===== config.mk =====
export PLATFORM = sky130hd
export DESIGN_NAME = cpc_rom_loader_flat
export DESIGN_NICKNAME = d
export VERILOG_FILES = /design/src/rtl/cpc_rom_loader_if.sv /design/src/rtl/cpc_rom_loader.sv /design/src/flat_wrapper.sv
export SDC_FILE = /design/constraint.sdc
export NUM_CORES = 1
export LEC_CHECK = 0
export BUFFER_PORTS_ARGS = -buffer_cell sky130_fd_sc_hd__clkbuf_2
export CAP_MARGIN = 20
export CORE_AREA = 2 2 184 204
export CTS_CLUSTER_DIAMETER = 50
export CTS_CLUSTER_SIZE = 25
export DETAILED_ROUTE_END_ITERATION = 6
export DIE_AREA = 0 0 186 206
export PLACE_DENSITY_LB_ADDON = 0.08
export SLEW_MARGIN = 20
export SYNTH_ARGS = -nofsm -noshare
export SYNTH_HDL_FRONTEND = slang
export SYNTH_SLANG_ARGS = --single-unit
export TNS_END_PERCENT = 1

===== constraint.sdc =====
create_clock -name clk_sys -period 1.7 [get_ports clk_sys]
set_input_delay 0.17 -clock clk_sys [delete_from_list [all_inputs] [get_ports clk_sys]]
set_output_delay 0.17 -clock clk_sys [all_outputs]
set_load 0.005 [all_outputs]

===== src/rtl/cpc_rom_loader_if.sv =====
// Download stream from the HPS and the SDRAM boot write port
interface cpc_rom_loader_if;
   logic         ioctl_download;
   logic         ioctl_wr;
   logic [24:0]  ioctl_addr;
   logic [7:0]   ioctl_dout;
   logic [7:0]   ioctl_index;
   logic [31:0]  ioctl_file_ext;
   logic         ioctl_wait;
   logic         boot_wr;
   logic [22:0]  boot_a;
   logic [1:0]   boot_bank;
   logic [7:0]   boot_dout;
   logic [255:0] rom_map;

   modport master (
      output ioctl_download, ioctl_wr, ioctl_addr,
      output ioctl_dout, ioctl_index, ioctl_file_ext,
      input  ioctl_wait, boot_wr, boot_a,
      input  boot_bank, boot_dout, rom_map
   );

   modport slave (
      input  ioctl_download, ioctl_wr, ioctl_addr,
      input  ioctl_dout, ioctl_index, ioctl_file_ext,
      output ioctl_wait, boot_wr, boot_a,
      output boot_bank, boot_dout, rom_map
   );
endinterface


===== src/rtl/cpc_rom_loader.sv =====
// ROM download to SDRAM write sequencer with expansion page map.
// Optional ROMLOAD_CHECKSUM_EN adds rom_sum/rom_bytes outputs.
module cpc_rom_loader #(
   parameter logic [8:0] PAGE_BADEXT = 9'h1EE,
   parameter logic [8:0] PAGE_MF2    = 9'h1FF
) (
   input  logic clk_sys,
   input  logic reset,
   input  logic ce_ref,
`ifdef ROMLOAD_CHECKSUM_EN
   output logic [15:0] rom_sum,
   output logic [24:0] rom_bytes,
`endif
   cpc_rom_loader_if.slave io
);

   typedef enum logic [1:0] {IDLE, ARM, WR} state_t;

   state_t         state, state_n;
   logic           wait_q, wait_n;
   logic           wr_q, wr_n;
   logic [22:0]    a_q, a_n;
   logic [1:0]     bank_q, bank_n;
   logic [7:0]     dout_q, dout_n;
   logic [255:0]   map_q, map_n;
   logic [8:0]     page_q, page_n;
   logic           combo_q, combo_n;
   logic           dl_q;

   logic           start, accept, dup;
   logic [4:0]     hi, lo;
   logic [10:0]    sel;
   logic [7:0]     ext_h, ext_l;

   function automatic logic [4:0] hex_dig(input logic [7:0] c);
      if (c >= "0" && c <= "9")
         return {1'b1, c[3:0]};
      else if (c >= "A" && c <= "F")
         return {1'b1, 4'(c[3:0] + 4'd9)};
      else
         return 5'd0;
   endfunction

   assign ext_h = io.ioctl_file_ext[15:8];
   assign ext_l = io.ioctl_file_ext[7:0];
   assign hi    = hex_dig(ext_h);
   assign lo    = hex_dig(ext_l);
   assign sel   = io.ioctl_addr[24:14];
   assign start = io.ioctl_download & ~dl_q
                & (io.ioctl_index != 8'd0);
   assign dup   = (io.ioctl_index[7:6] == 2'b01
                || io.ioctl_index[5:0] != 6'd0)
                && bank_q == 2'b00;

   always_comb begin
      state_n = state;
      wait_n  = wait_q;
      wr_n    = wr_q;
      a_n     = a_q;
      bank_n  = bank_q;
      dout_n  = dout_q;
      map_n   = map_q;
      page_n  = page_q;
      combo_n = combo_q;
      accept  = 1'b0;
      unique case (state)
         IDLE: begin
            if (io.ioctl_download && io.ioctl_wr) begin
               dout_n     = io.ioctl_dout;
               a_n[13:0]  = io.ioctl_addr[13:0];
               if (io.ioctl_index != 8'd0) begin
                  a_n[22]    = page_q[8];
                  a_n[21:14] = page_q[7:0] + io.ioctl_addr[21:14];
                  bank_n     = {1'b0, &io.ioctl_index[7:6]};
                  accept     = 1'b1;
               end else if (sel < 11'd8) begin
                  case (sel[1:0])
                     2'd0:    a_n[22:14] = 9'h000;
                     2'd1:    a_n[22:14] = 9'h100;
                     2'd2:    a_n[22:14] = 9'h107;
                     default: a_n[22:14] = PAGE_MF2;
                  endcase
                  bank_n = {1'b0, sel[2]};
                  accept = 1'b1;
               end
               if (accept) begin
                  wait_n  = 1'b1;
                  state_n = ARM;
               end
            end
         end
         ARM: begin
            if (ce_ref) begin
               wr_n    = 1'b1;
               state_n = WR;
            end
         end
         WR: begin
            if (ce_ref) begin
               wr_n = 1'b0;
               if (dup) begin
                  bank_n  = 2'b01;
                  state_n = ARM;
               end else begin
                  wait_n  = 1'b0;
                  state_n = IDLE;
                  if (a_q[22])
                     map_n[a_q[21:14]] = 1'b1;
                  // Z0 combo: after the first 16 KiB, continue at MF2 page
                  if (combo_q && a_q[13:0] == 14'h3FFF) begin
                     combo_n = 1'b0;
                     page_n  = PAGE_MF2;
                  end
               end
            end
         end
         default: state_n = IDLE;
      endcase
      if (start) begin
         page_n  = PAGE_BADEXT;
         combo_n = 1'b0;
         if (hi[4]) page_n[7:4] = hi[3:0];
         if (lo[4]) page_n[3:0] = lo[3:0];
         if (ext_h == "Z" && ext_l == "Z")
            page_n = 9'h000;
         if (ext_h == "Z" && ext_l == "0") begin
            page_n  = 9'h000;
            combo_n = 1'b1;
         end
      end
   end

   always_ff @(posedge clk_sys) begin
      if (reset) begin
         state   <= IDLE;
         wait_q  <= 1'b0;
         wr_q    <= 1'b0;
         a_q     <= '0;
         bank_q  <= '0;
         dout_q  <= '0;
         map_q   <= '0;
         page_q  <= '0;
         combo_q <= 1'b0;
         dl_q    <= 1'b0;
      end else begin
         state   <= state_n;
         wait_q  <= wait_n;
         wr_q    <= wr_n;
         a_q     <= a_n;
         bank_q  <= bank_n;
         dout_q  <= dout_n;
         map_q   <= map_n;
         page_q  <= page_n;
         combo_q <= combo_n;
         dl_q    <= io.ioctl_download;
      end
   end

`ifdef ROMLOAD_CHECKSUM_EN
   always_ff @(posedge clk_sys) begin
      if (reset) begin
         rom_sum   <= '0;
         rom_bytes <= '0;
      end else if (start) begin
         rom_sum   <= '0;
         rom_bytes <= '0;
      end else if (accept) begin
         rom_sum   <= rom_sum + {8'h00, io.ioctl_dout};
         rom_bytes <= rom_bytes + 25'd1;
      end
   end
`endif

   assign io.ioctl_wait = wait_q;
   assign io.boot_wr    = wr_q;
   assign io.boot_a     = a_q;
   assign io.boot_bank  = bank_q;
   assign io.boot_dout  = dout_q;
   assign io.rom_map    = map_q;

endmodule

===== src/flat_wrapper.sv =====
// flat-port wrapper written by rule: the top's interface ports become plain ports
module cpc_rom_loader_flat 
#(
   parameter logic [8:0] PAGE_BADEXT = 9'h1EE,
   parameter logic [8:0] PAGE_MF2    = 9'h1FF
)
  (clk_sys, reset, ce_ref, io_ioctl_download, io_ioctl_wr, io_ioctl_addr, io_ioctl_dout, io_ioctl_index, io_ioctl_file_ext, io_ioctl_wait, io_boot_wr, io_boot_a, io_boot_bank, io_boot_dout, io_rom_map);
  cpc_rom_loader_if io_i ();
  input  logic clk_sys;
  input  logic reset;
  input  logic ce_ref;
  input wire logic [$bits(io_i.ioctl_download)-1:0] io_ioctl_download;
  input wire logic [$bits(io_i.ioctl_wr)-1:0] io_ioctl_wr;
  input wire logic [$bits(io_i.ioctl_addr)-1:0] io_ioctl_addr;
  input wire logic [$bits(io_i.ioctl_dout)-1:0] io_ioctl_dout;
  input wire logic [$bits(io_i.ioctl_index)-1:0] io_ioctl_index;
  input wire logic [$bits(io_i.ioctl_file_ext)-1:0] io_ioctl_file_ext;
  output wire logic [$bits(io_i.ioctl_wait)-1:0] io_ioctl_wait;
  output wire logic [$bits(io_i.boot_wr)-1:0] io_boot_wr;
  output wire logic [$bits(io_i.boot_a)-1:0] io_boot_a;
  output wire logic [$bits(io_i.boot_bank)-1:0] io_boot_bank;
  output wire logic [$bits(io_i.boot_dout)-1:0] io_boot_dout;
  output wire logic [$bits(io_i.rom_map)-1:0] io_rom_map;
  assign io_i.ioctl_download = io_ioctl_download;
  assign io_i.ioctl_wr = io_ioctl_wr;
  assign io_i.ioctl_addr = io_ioctl_addr;
  assign io_i.ioctl_dout = io_ioctl_dout;
  assign io_i.ioctl_index = io_ioctl_index;
  assign io_i.ioctl_file_ext = io_ioctl_file_ext;
  assign io_ioctl_wait = io_i.ioctl_wait;
  assign io_boot_wr = io_i.boot_wr;
  assign io_boot_a = io_i.boot_a;
  assign io_boot_bank = io_i.boot_bank;
  assign io_boot_dout = io_i.boot_dout;
  assign io_rom_map = io_i.rom_map;
  cpc_rom_loader #(.PAGE_BADEXT(PAGE_BADEXT), .PAGE_MF2(PAGE_MF2)) u_core (.clk_sys(clk_sys), .reset(reset), .ce_ref(ce_ref), .io(io_i));
endmodule

== After elaboration in Yosys (flattened, before gate mapping) ==
Cells that the tools add are included.
Storage, ports and cells
  register bits after elaboration: 304
  latch bits: 0
  bits in writable memories: 0
  ROM bits: 0
  input port bits: 78
  output and inout bits: 291
  logic and storage cells: 126
  memories: 0
Operators by class
  $add $sub $neg: 3
  $mul: 0
  div/mod/pow operators: 0
  magnitude comparators: 11
  eq/ne operators: 17
  shifts and indexed selects: 0
  muxes and demuxes: 48
  bitwise gates (word level): 5
  reductions and logical operators: 31
Operators with widths (number)
  $or 256x256->256: 1
  $mux 9: 9
  $pmux 9 s3: 1
  $mux 5: 4
  $mux 1: 18
  $mux 2: 9
  $eq 8x7->1 const B: 2
  $ge 8x6->1 const B: 2
  $ge 8x7->1 const B: 2
  $le 8x6->1 const B: 2
  $le 8x7->1 const B: 2
  $eq 14x14->1 const B: 1
  $reduce_and 4->1: 3
  $reduce_bool 2->1: 6
  $lt 11x4->1 const B: 1
  $logic_and 1x1->1: 10
  $reduce_and 5->1: 2
  $lt 8x9->1 const B: 1
  $add 4x4->4 const B: 2
  $add 8x8->8: 1
  $demux 1 s8: 1
  $eq 8x6->1 const B: 1
  $ge 8x1->1 const B: 1
  $mux 4: 2
  other kinds (16): 31

== Logic depth before layout (Yosys ltp) ==
  depth after elaboration: 8
  gate-level depth with buffers: 8
  depth with buffers taken out: 8

== Least setup slack after synthesis ==
No wires, ideal clock.
  path type: flip-flop to flip-flop
  start point: reg u_core.state[1]
  end point: reg u_core.map_q[4] (netlist: u_core.io.rom_map[4])
  library setup time: 0.065 ns
  data arrival time: 1.788 ns
  setup slack: -0.154 ns
  cell stages (with the launch flop): 8
  period minus slack after synthesis: 1.854 ns
  path through: dfxtp_1 > nor2b_1 > nand2_2 > buf_2 > nor3_2 > buf_2 > a21oi_1 > nor2_1
Between the ends
  cells in the longest elaborated chain, start to end: 2
Ends and longest elaborated chain
  from (decl): RTL line cpc_rom_loader.sv:19  | state_t state, state_n;
  from (signal assigned): RTL line cpc_rom_loader.sv:146  | state <= state_n;
  $eq 2x2->1: RTL line cpc_rom_loader.sv:66  | unique case (state)
  $reduce_and 4->1 (no line)
  to (signal assigned): RTL line cpc_rom_loader.sv:152  | map_q <= map_n;
  to (decl): RTL line cpc_rom_loader.sv:25  | logic [255:0] map_q, map_n;
Every way passes these cells.
A chain may end at the register's enable or synchronous reset.

== Worst setup path in the final report ==
  start point: reg u_core.page_q[0]
  end point: reg u_core.a_q[20] (netlist: u_core.io.boot_a[20])
Between the ends
  cells in the longest elaborated chain, start to end: 2
Ends and longest elaborated chain
  from (decl): RTL line cpc_rom_loader.sv:26  | logic [8:0] page_q, page_n;
  from (signal assigned): RTL line cpc_rom_loader.sv:153  | page_q <= page_n;
  $add 8x8->8: RTL line cpc_rom_loader.sv:73  | a_n[21:14] = page_q[7:0] + io.ioctl_addr[21:14];
  $mux 9: RTL line cpc_rom_loader.sv:71  | if (io.ioctl_index != 8'd0) begin
  to (signal assigned): RTL line cpc_rom_loader.sv:149  | a_q <= a_n;
  to (decl): RTL line cpc_rom_loader.sv:22  | logic [22:0] a_q, a_n;
Every way passes these cells.

==> results.txt <==
outcome: finished with violations
violated checks: negative setup slack
Tmin final: 1830 ps
post-synthesis cell type count: 61
Synth Cell Area: 10700 sq um
r2r startpoint: u_core.page_q[0]
I/O Buffers: 351
#FFs+latches synth: 303
fillcell total: 3708
Post-Synth Adder-Cell Area: 0.0217
CP required: 2100 ps
drt initial violations: 514
r2r setup slk: -130 ps
Initial Util: 0.294
crit path launch type: register
CTS tree: yes
Highest Clock Rate: 546 MHz
CP Data Arrival Time: 2230 ps
Setup Crit Path Kind: reg2reg
first-pass GRT wire length: 57800 microns
combinational family with the most area after synthesis: simple AND/OR/NAND/NOR gates
Compound-Gate Fraction of Synth Area: 0.179
Die Ht: 206 microns
syn nets: 1318
via count: 10173
worst-path fanout max: 2
drt first pass iters: 5
asr flop ratio synth: 0
Ports: 369
final worst slack: -132 ps
# diodes: 0
GR Overflow Total: 0
Pins Over Slew Limit: 0
reg2reg end: u_core.io.boot_a[20]
wire per inst: 17.8 microns
ANT nets after route: 0
layout cells sized above 1: 0.347
die area: 38300 sq um
DP HPWL: 27300 microns
# H-tree levels: 2
pin count of the biggest net entering global routing: 114
Max Cap Viol: 0
clk sinks: 303
DRC Markers: 0
Setup Buffers After CTS: 0
worst skew pair latency: 520 ps
hold path cells: 4
final core utilization: 0.427
area of the multi-input gates: 4450 sq um
number of antenna violations at the first check in global routing: 0
hold crit path type: in2reg
sequential fraction of the synthesis area: 0.564
YS warnings: 0
CTS root buf: clkbuf_16
width of the die: 186 microns
worst r2r path cells: 8
worst-margin pin slew: 654 ps
Num CTS Buffers: 35
multiplexer area fraction after synthesis: 0.000931
XOR/XNOR Fraction of Synth Area: 0.00407
Syn Area/Cell: 8.80 sq um
Final Setup Violations: 3
Fin. Hold Viols: 0
GRT Resource Usage Total: 0.198
Max-Slew Margin vs Limit: 0.562
Tcrit/Tclk final: 1.08
routed vias/inst: 4.64
P_leak: 7.00 nW
final wirelength: 39100 microns
nets: 1770
gpl congestion: 0.786
setup TNS: -238 ps
Area Overhead vs Synth: 45.2%
ys flop type: dfxtp_1
clock skew: 17.2 ps
PwrDens: 1040 nW/um^2
min-delay src: ce_ref
Worst VDD drop: 0.724 mV
num rows: 74
vias in the first global route: 9667
Placed Cells: 2106
Setup crit end kind: register
Post-synth EDFFs: 0
cells after synthesis: 1222
clock transition at the registers of the reported paths: 50 ps
non-filler cells, final: 2192
CTS Buffer Depth: 3
Synth Area in Simple Gates: 0.188
FF/Latch Area: 6070 sq um
core area: 36600 sq um
unrepaired setup endpoints after global routing: true
worst-case hold path end point: u_core.state[1]
==> logic make-up (layout without fill, tap and decap cells) <==
kind of cell / Yosys count / after routing
buffers and inverters: 111 / 587
adder cells (fa/ha/maj): 18 / 18
AND/OR/NAND/NOR: 437 / 437
other: 1 / 1
flip-flops: 303 / 303
multiplexers: 1 / 1
AO/OA/AOI/OAI: 346 / 346
XOR/XNOR: 5 / 5
==> layout by cell type, fill, tap and decap left out, drive strengths merged, types with 7 or more instances in the layout <==
cell type / instances
clkbuf: 389
dfxtp: 303
a21oi: 273
nor2: 271
buf: 121
nand2: 67
inv: 40
dlygate4sd3: 24
o22ai: 23
nor3: 22
ha: 17
nand3: 16
nand2b: 10
o21ai: 10
nor2b: 10
nor4b: 9
clkinv: 8
nor3b: 7
==> worst max-delay path by stage <==
| stage | startpoint | end |
|---|---|---|
| floorplan | io_ioctl_index[2] | u_core.io.rom_map[0] |
| global placement | u_core.page_q[0] | u_core.io.boot_a[20] |
| detailed placement | u_core.page_q[0] | u_core.io.boot_a[20] |
| CTS | u_core.page_q[0] | u_core.io.boot_a[20] |
| global route | u_core.page_q[0] | u_core.io.boot_a[20] |
| finish | u_core.page_q[0] | u_core.io.boot_a[20] |
==> layout make-up <==
class / instances / area share
Clock buffer: 39 / 0.0605
Timing Repair Buffer: 495 / 0.200
Inverter: 31 / 0.00746
Multi-Input combinational cell: 808 / 0.285
Sequential cell: 303 / 0.389
Clock inverter: 22 / 0.0178
Tap cell: 494 / 0.0396
==> Yosys cell counts, drive strengths merged (9+ instances only) <==
master	count	area [sq um]
clkbuf	59	221
dfxtp	303	6070
buf	21	111
nor4b	9	153
inv	31	116
ha	17	213
o22ai	23	144
nor3	22	145
nand2	67	254
nand2b	10	62.6
o21ai	10	50.0
nor2b	10	62.6
nor2	271	1020
nand3	16	80.1
a21oi	273	1370
==> sequential cells by signal, summed over array words and instances (netlist names) <==
name / count
u_core.io.rom_map: 256
u_core.io.boot_a: 23
u_core.page_q: 9
u_core.io.boot_dout: 8
u_core.state: 2
u_core.combo_q: 1
u_core.dl_q: 1
u_core.io.boot_bank: 1
u_core.io.boot_wr: 1
u_core.io.ioctl_wait: 1
==> repair_timing <==
| item | in CTS | in global routing |
|---|---|---|
| pin swaps | 5 | 7 |
| resized for setup | 12 | 11 |
| setup endpoints to repair | 18 | 151 |
| hold endpoints to repair | 34 | 0 |
| hold buffers | 24 | 0 |
==> worst max-delay path, stage by stage, from the launching register on <==
cell       delay (ps)
dfxtp_2           350
ha_4              140
inv_2              30
fa_2              340
nor2b_2           130
o31a_1            170
o22ai_2            90
xor2_1            160
a2111oi_2         300
==> through the flow <==
stage               total power, mW  area (sq um)  worst slack, ps  hold WS (ps)
finish                         16.2         15600             -132          43.0
floorplan                      7.89         10800            -71.5           298
global placement               8.40         14100             -308           395
detailed placement             8.41         14100             -297           403
CTS                            16.4         15600             -238          27.2
global route                   16.8         15600             -235          92.6
==> layer usage <==
metal  GRT usage  wire length (microns)
met5           0                      0
met4      0.0481                    700
met3      0.0685                   3400
met2       0.326                  18100
met1       0.247                  16900
==> power by group <==
part           switching (mW)  internal, mW
sequential             0.0627          7.17
clock                    3.26          4.60
combinational           0.610         0.472
total                    3.93          12.2
Note: power is estimated with default switching activity, not from simulation.
